**src/rtl/button_event_queue.sv**
```systemverilog
// Turns five debounced button levels into priority-ordered press events
// and queues them in a small FIFO that the CPU pops one code per read strobe.
module button_event_queue #(
    parameter int unsigned DEPTH = 8,
    parameter int unsigned PTR_W = 3
) (
    input  logic             ext_clk,
    input  logic             reset,
    input  logic             enable,
    input  logic             btn_up,
    input  logic             btn_left,
    input  logic             btn_center,
    input  logic             btn_right,
    input  logic             btn_down,
    input  logic             rd,
    input  logic             clr_ovf,
    output logic             ev_valid,
    output logic [2:0]       ev_code,
    output logic [PTR_W:0]   ev_count,
    output logic             overflow
);

    logic [4:0]       levels;
    logic [4:0]       prev_q, prev_d;
    logic [4:0]       pend_q, pend_d;
    logic [PTR_W-1:0] wr_ptr_q, wr_ptr_d;
    logic [PTR_W-1:0] rd_ptr_q, rd_ptr_d;
    logic [PTR_W:0]   count_q, count_d;
    logic             overflow_q, overflow_d;
    logic [2:0]       mem_q [DEPTH];

    logic [4:0] rise, cand, sel;
    logic [2:0] sel_code;
    logic       push, pop, full, write, drop;

    // Bit order doubles as priority: bit 0 (up) wins, code = bit index + 1.
    assign levels = {btn_down, btn_right, btn_center, btn_left, btn_up};

    always_comb begin
        rise       = '0;
        cand       = '0;
        sel        = '0;
        sel_code   = '0;
        push       = 1'b0;
        pop        = 1'b0;
        full       = 1'b0;
        write      = 1'b0;
        drop       = 1'b0;
        prev_d     = levels;
        pend_d     = pend_q;
        wr_ptr_d   = wr_ptr_q;
        rd_ptr_d   = rd_ptr_q;
        count_d    = count_q;
        overflow_d = overflow_q;

        if (enable) begin
            rise = levels & ~prev_q;
            cand = pend_q | rise;
            for (int unsigned i = 0; i < 5; i++) begin
                if (cand[i] && (sel == '0)) begin
                    sel[i]   = 1'b1;
                    sel_code = 3'(i + 1);
                end
            end

            push   = |cand;
            pop    = rd && (count_q != '0);
            full   = (count_q == (PTR_W + 1)'(DEPTH));
            write  = push && (!full || pop);
            drop   = push && full && !pop;
            pend_d = cand & ~sel;

            if (write) wr_ptr_d = wr_ptr_q + 1'b1;
            if (pop)   rd_ptr_d = rd_ptr_q + 1'b1;

            if (write && !pop)      count_d = count_q + 1'b1;
            else if (!write && pop) count_d = count_q - 1'b1;

            if (drop)         overflow_d = 1'b1;
            else if (clr_ovf) overflow_d = 1'b0;
        end
    end

    always_ff @(posedge ext_clk) begin
        // Edge history tracks the buttons even in reset so held buttons stay silent.
        prev_q <= prev_d;
        if (reset) begin
            pend_q     <= '0;
            wr_ptr_q   <= '0;
            rd_ptr_q   <= '0;
            count_q    <= '0;
            overflow_q <= 1'b0;
        end else begin
            pend_q     <= pend_d;
            wr_ptr_q   <= wr_ptr_d;
            rd_ptr_q   <= rd_ptr_d;
            count_q    <= count_d;
            overflow_q <= overflow_d;
            if (write) mem_q[wr_ptr_q] <= sel_code;
        end
    end

    assign ev_valid = (count_q != '0);
    assign ev_code  = ev_valid ? mem_q[rd_ptr_q] : 3'd0;
    assign ev_count = count_q;
    assign overflow = overflow_q;

endmodule

```
**config.mk**
```make
export PLATFORM = sky130hd
export DESIGN_NAME = button_event_queue
export DESIGN_NICKNAME = d
export VERILOG_FILES = /design/src/rtl/button_event_queue.sv
export SDC_FILE = /design/constraint.sdc
export NUM_CORES = 1
export LEC_CHECK = 0
export CAP_MARGIN = 5
export CORE_MARGIN = 4
export CORE_UTILIZATION = 50
export DETAILED_ROUTE_END_ITERATION = 8
export GPL_TIMING_DRIVEN = 1
export PLACE_DENSITY_LB_ADDON = 0.1
export SYNTH_ARGS = -nofsm -noshare
export SYNTH_HDL_FRONTEND = slang
export SYNTH_SLANG_ARGS = --single-unit
```
**constraint.sdc**
```tcl
create_clock -name ext_clk -period 6.44 [get_ports ext_clk]
set_input_delay 0.644 -clock ext_clk [delete_from_list [all_inputs] [get_ports ext_clk]]
set_output_delay 0.644 -clock ext_clk [all_outputs]
set_load 0.005 [all_outputs]
```
Word level (Yosys, flattened, before mapping)
Memories as Yosys holds them, arrays and structs flattened. A register that Yosys moved wholly into a read port is not among the register bits.
Index checks and enable logic that the tools add are counted.
{"block": "word_totals", "regBits": 21, "ramBits": 24, "in_bits": 10, "out_inout_bits": 9, "wordCells": 70, "memories": 1}
{"name": "mem_q", "depth": 8, "width": 3, "rd": 1, "rd_clocked_by_memory_dff": 1, "write_ports": 1, "line": "30", "rtl": "logic [2:0] mem_q [DEPTH];"}
{"block": "op_classes", "add_sub_neg": 4, "eq_ne": 1, "mux": 27, "bitwise_logic": 6, "reduce_logical": 25}
{"op": "two-way mux 3 bit", "n": 8}
{"op": "two-way mux 1 bit", "n": 17}
{"op": "bitwise AND 5 bit", "n": 2}
{"op": "logical AND 1 bit", "n": 10}
{"op": "NOT 5 bit", "n": 2}
{"op": "two-way mux 4 bit", "n": 2}
{"op": "AND reduction 2 bit", "n": 4}
{"op": "adder 3 x 1 -> 3 bit (second input constant)", "n": 2}
{"op": "OR 5 bit", "n": 1}
{"op": "OR reduction 5 bit", "n": 1}
{"op": "adder 4 x 1 -> 4 bit (second input constant)", "n": 1}
{"op": "equality test 4 bit (second input constant)", "n": 1}
{"op": "logical NOT 4 bit", "n": 1}
{"op": "nonzero test 2 bit", "n": 2}
{"op": "nonzero test 4 bit", "n": 1}
{"op": "subtractor 4 x 1 -> 4 bit (second input constant)", "n": 1}
{"op": "logical NOT 1 bit", "n": 3}
{"op": "logical NOT 3 bit", "n": 1}
{"op": "logical NOT 2 bit", "n": 1}
{"op": "logical OR 1 bit", "n": 1}
{"op": "NOT 1 bit", "n": 1}

Longest topological paths before layout
{"block": "logic_depth", "depth_word": 23, "ltp_mapped": 11, "depth_no_buf": 11}

Worst setup path before layout
OpenSTA, ideal clock, no wires.
{"block": "synth_timing", "kind": "input to register", "start": "input port btn_right", "end": "register count_q[3] (netlist: ev_count[3])", "setup_ns": 0.123, "arrival_time_ns": 2.644, "t_required_ns": 6.317, "slack_ns": 3.673, "path_stages": 10, "n_path_buf": 0, "path_cell_list": "nor2b_1 > nor4b_4 > a31oi_1 > ha_1 > inv_1 > ha_1 > a21o_2 > a21oi_1 > mux2i_1 > mux2_1"}
{"block": "synth_via", "elab_chain_len": 8, "elab_cells_between_ends": 10, "cone_classes": "mux (1); bitwise (2); reduce/logical (7)"}
{"element": "from (decl)", "line": "13", "rtl": "input logic btn_right,"}
{"element": "bitwise AND 5 bit *", "line": "57", "rtl": "rise = levels & ~prev_q;"}
{"element": "OR 5 bit *", "line": "58", "rtl": "cand = pend_q | rise;"}
{"element": "OR reduction 5 bit *", "line": "66", "rtl": "push = |cand;"}
{"element": "logical AND 1 bit *", "line": "69", "rtl": "write = push && (!full || pop);"}
{"element": "logical NOT 1 bit", "line": "77", "rtl": "else if (!write && pop) count_d = count_q - 1'b1;"}
{"element": "logical AND 1 bit", "line": "77"}
{"element": "nonzero test 2 bit (no line)"}
{"element": "AND reduction 2 bit (no line)"}
{"element": "to (signal assigned)", "line": "97", "rtl": "count_q <= count_d;"}
{"element": "to (decl)", "line": "28", "rtl": "logic [PTR_W:0] count_q, count_d;"}
Every way passes the cells marked *; elsewhere a longest branch is shown, timed or not.
A chain may end at the register's enable or synchronous reset.

Final worst setup path
Ends and elaborated chain as after synthesis.

==> flow_summary.rst <==
.. list-table::
   :header-rows: 1

   * - Metric
     - Value
   * - Result of the run
     - finished, final reports clean
   * - Clock slew seen by the registers of the worst setup and hold paths
     - 0.09 ns
   * - Max-slew violation total from the final report
     - 0
   * - Syn-to-layout area delta
     - 15.5%
   * - R2r setup slk
     - 3.72 ns
   * - Number of levels the H-tree was split into
     - 2
   * - Total number of nets in the final design
     - 199
   * - Layout cell share with drive strength beyond 1
     - 0.141
   * - Count of max-cap constraint violations
     - 0
   * - Largest net degree at the start of global routing
     - 21
   * - Post-CTS Repair Setup Buffers
     - 0
   * - Proportion of synthesized chip area in sequential cells
     - 0.553
   * - Endpoint of the worst hold-timing path
     - overflow$_SDFFE_PP0P_
   * - Endpoint kind of the worst setup timing path
     - register
   * - Most frequently used flop master after synthesis
     - edfxtp_1
   * - Overall routing resource usage
     - 0.159
   * - Setup repair after global routing missed its margin
     - no
   * - Count of nets left with antenna violations after detail routing
     - 0
   * - Max frequency
     - 331 MHz
   * - # placed instances
     - 226
   * - Slew margin rel.
     - 0.412
   * - Core region area
     - 4060 sq um
   * - Number of non-filler instances in the completed layout
     - 234
   * - Net count of the mapped netlist
     - 180
   * - Main area contributors after synthesis
     - edfxtp_1 (34%), dfxtp_1 (22%), mux4_2 (6.3%), mux2i_1 (3.3%), ha_1 (2.9%)
   * - Hold Vio Cnt, Final
     - 0
   * - Post-Synthesis Cell Area
     - 2140 sq um
   * - Avg Cell Area, Syn
     - 13.0 sq um
   * - Power density over cell area
     - 348 nW/um^2
   * - Library cell occupying the most area in the post-synthesis netlist
     - edfxtp_1
   * - Clock tree from TritonCTS
     - done
   * - Cell leakage power
     - 0.000919 uW
   * - Async S/R FF share, synth
     - 0
   * - Min-Delay Path Class
     - register to register
   * - Number of cell instances on the worst register-to-register path
     - 11
   * - Critical path arrival
     - 3.22 ns
   * - Detailed-router iteration count before antenna repair
     - 4
   * - Die Span X
     - 73.4 um
   * - Clk sinks
     - 47
   * - Shortest clock period the worst path allows after layout
     - 3.02 ns
   * - Final Cycle Share
     - 0.469
   * - Source-to-sink clock delay at the later pin of the worst-skew pair
     - 0.31 ns
   * - Worst flop-to-flop path endpoint
     - ev_count[3]$_SDFFE_PP0P_
   * - Post-Route Utilization
     - 0.608
   * - DRT iter0 DRCs
     - 89
   * - Number of antenna diodes
     - 0
   * - Worst hold slack after final layout
     - 0.461 ns
   * - Post-cts repair resize count
     - 0
   * - Count of flip-flops with a built-in enable after synthesis
     - 24
   * - Overall die height
     - 73.4 um
   * - Residual DRC
     - 0
   * - Largest fanout of any net on the critical path
     - 4
   * - Hold_sp
     - overflow$_SDFFE_PP0P_
   * - Routability Congestion
     - 0.789
   * - Worst Setup Path Type
     - input port to register
   * - Vias/cell
     - 5.63
   * - Hold path cells
     - 2
   * - Area fraction of the dominant cell type after synthesis
     - 0.337
   * - Setup_tns
     - 0 ns
   * - Startpoint class of the critical path
     - input port
   * - Half-perimeter wire length of the detailed placement result
     - 2690 um
   * - CTS buffer count
     - 5
   * - Final wirelength
     - 3740 um
   * - Buffers on Ports
     - 18
   * - Grt total ovfl
     - 0
   * - Required time of the critical path
     - 6.64 ns
   * - Ys Warns
     - 0
   * - Total number of vias
     - 1318
   * - Skew final
     - 0.00667 ns
   * - Buffer levels on the longest clock path
     - 2
   * - Reg-to-reg critical path startpoint
     - ev_count[0]$_SDFFE_PP0P_
   * - Effective utilization at floorplan
     - 0.527
   * - Number of library cell types mapped by synthesis
     - 48
   * - Register bit count reported by yosys
     - 47
   * - Maximum ir drop on the vdd rail
     - 0.161 mV
   * - I/O pin cnt
     - 19
   * - Wire length of the first global-routing pass
     - 6420 um
   * - Transition time of the tightest slew-check pin
     - 0.875 ns
   * - Instance count of the mapped netlist
     - 164
   * - Buffer type at the clock tree root
     - clkbuf_8
   * - Die area
     - 5380 sq um
   * - Average wire length per cell after detail routing
     - 16.0 um
   * - Via count of the first global-routing pass
     - 1316
   * - Post-CTS Hold Buffers
     - 0
   * - Antenna violations before repair
     - 0
   * - Number of standard-cell rows in the floorplan
     - 23
   * - Total of endpoints with negative setup slack in the final report
     - 0
[worst max-delay path, cell delays in order]
cell             delay [ns]
clkdlybuf4s50_1        0.41
nor2b_1                0.19
nor4b_4                0.33
a31oi_1                0.14
ha_1                   0.20
inv_1                  0.13
ha_1                   0.25
a21o_2                 0.21
a21oi_1                0.17
mux2i_1                0.22
mux2_1                 0.33
[where the power goes]
group          internal [uW]  switching [uW]  leakage [uW]
sequential               339            31.8      0.000410
clock                    118             105     0.0000587
combinational            142             123      0.000450
[Yosys cell counts (all sizes together) (3+ instances only)]
master and number:
edfxtp 24, dfxtp 23, nor2 17, nand2 8, a21oi 7, mux2i 7, nand2b 7, nor2b 7
mux4 6, ha 5, inv 5, buf 4, a211oi 3, a31oi 3, and4b 3, mux2 3
[flip-flops by register name (all words and copies together) (netlist names), named ones only]
register / count
rd_ptr_q: 3
mem_q: 24
ev_count: 4
wr_ptr_q: 3
overflow: 1
pend_q: 4
prev_q: 5
[stage by stage]
stage	instance area [sq um]	setup WS [ns]	power, uW
2_1_floorplan	2140	3.67	547
3_3_place_gp	2350	3.17	635
3_5_place_dp	2350	3.09	645
4_1_cts	2470	3.41	867
5_1_grt	2470	3.21	914
6_report	2470	3.42	858
[cells by family after synthesis]
logic type / synth area share
compound gates: 0.0908
xor+xnor: 0.0164
fa+ha+maj: 0.0386
buf+inv: 0.0217
flops: 0.553
mux: 0.114
simple gates: 0.166
[worst max path at each step]
stage | from | to | cells after the start
after floorplan | btn_right | ev_count[3]$_SDFFE_PP0P_ | 10
after global placement | btn_right | ev_count[3]$_SDFFE_PP0P_ | 11
after detailed placement | btn_right | ev_count[3]$_SDFFE_PP0P_ | 11
after CTS | btn_right | ev_count[3]$_SDFFE_PP0P_ | 11
after global routing | btn_down | ev_count[3]$_SDFFE_PP0P_ | 11
final | btn_right | ev_count[3]$_SDFFE_PP0P_ | 11
[placed cells by master, fill, tap and decap left out, drive strengths merged]
cell	n
edfxtp	24
dfxtp	23
clkdlybuf4s50	18
nor2	17
nand2	8
mux2i	7
nand2b	7
nor2b	7
a21oi	7
mux4	6
inv	6
ha	5
clkbuf	5
and4b	3
a211oi	3
a31oi	3
mux2	3
and3	2
and4	2
xor2	2
xnor2	2
o21ai	2
a21o	2
nand3	2
o211ai	2
o311ai	2
or3	1
nor4b	1
or2b	1
and4bb	1
a21boi	1
or4b	1
nor3	1
and3b	1
or2	1
nand4	1
a2111oi	1
fa	1
clkinv	1
bufinv	1
[layout make-up]
type | instances | area (sq um)
clock buffers | 5 | 68.8
multi-input cells | 106 | 910
inverters | 5 | 18.8
well taps | 50 | 62.6
flip-flops and latches | 47 | 1180
repair buffers | 18 | 180
clock inverters | 3 | 47.5
fillers | 303 | 1590
[layer usage]
layer,vias up,track usage,part of all wire
met3,5,0.0506,0.046
met1,643,0.217,0.47
li1,642,-,-
met4,0,0.0423,0.0091
met5,-,0,0
met2,28,0.247,0.48
No activity file was read; power rests on OpenSTA's default activity.
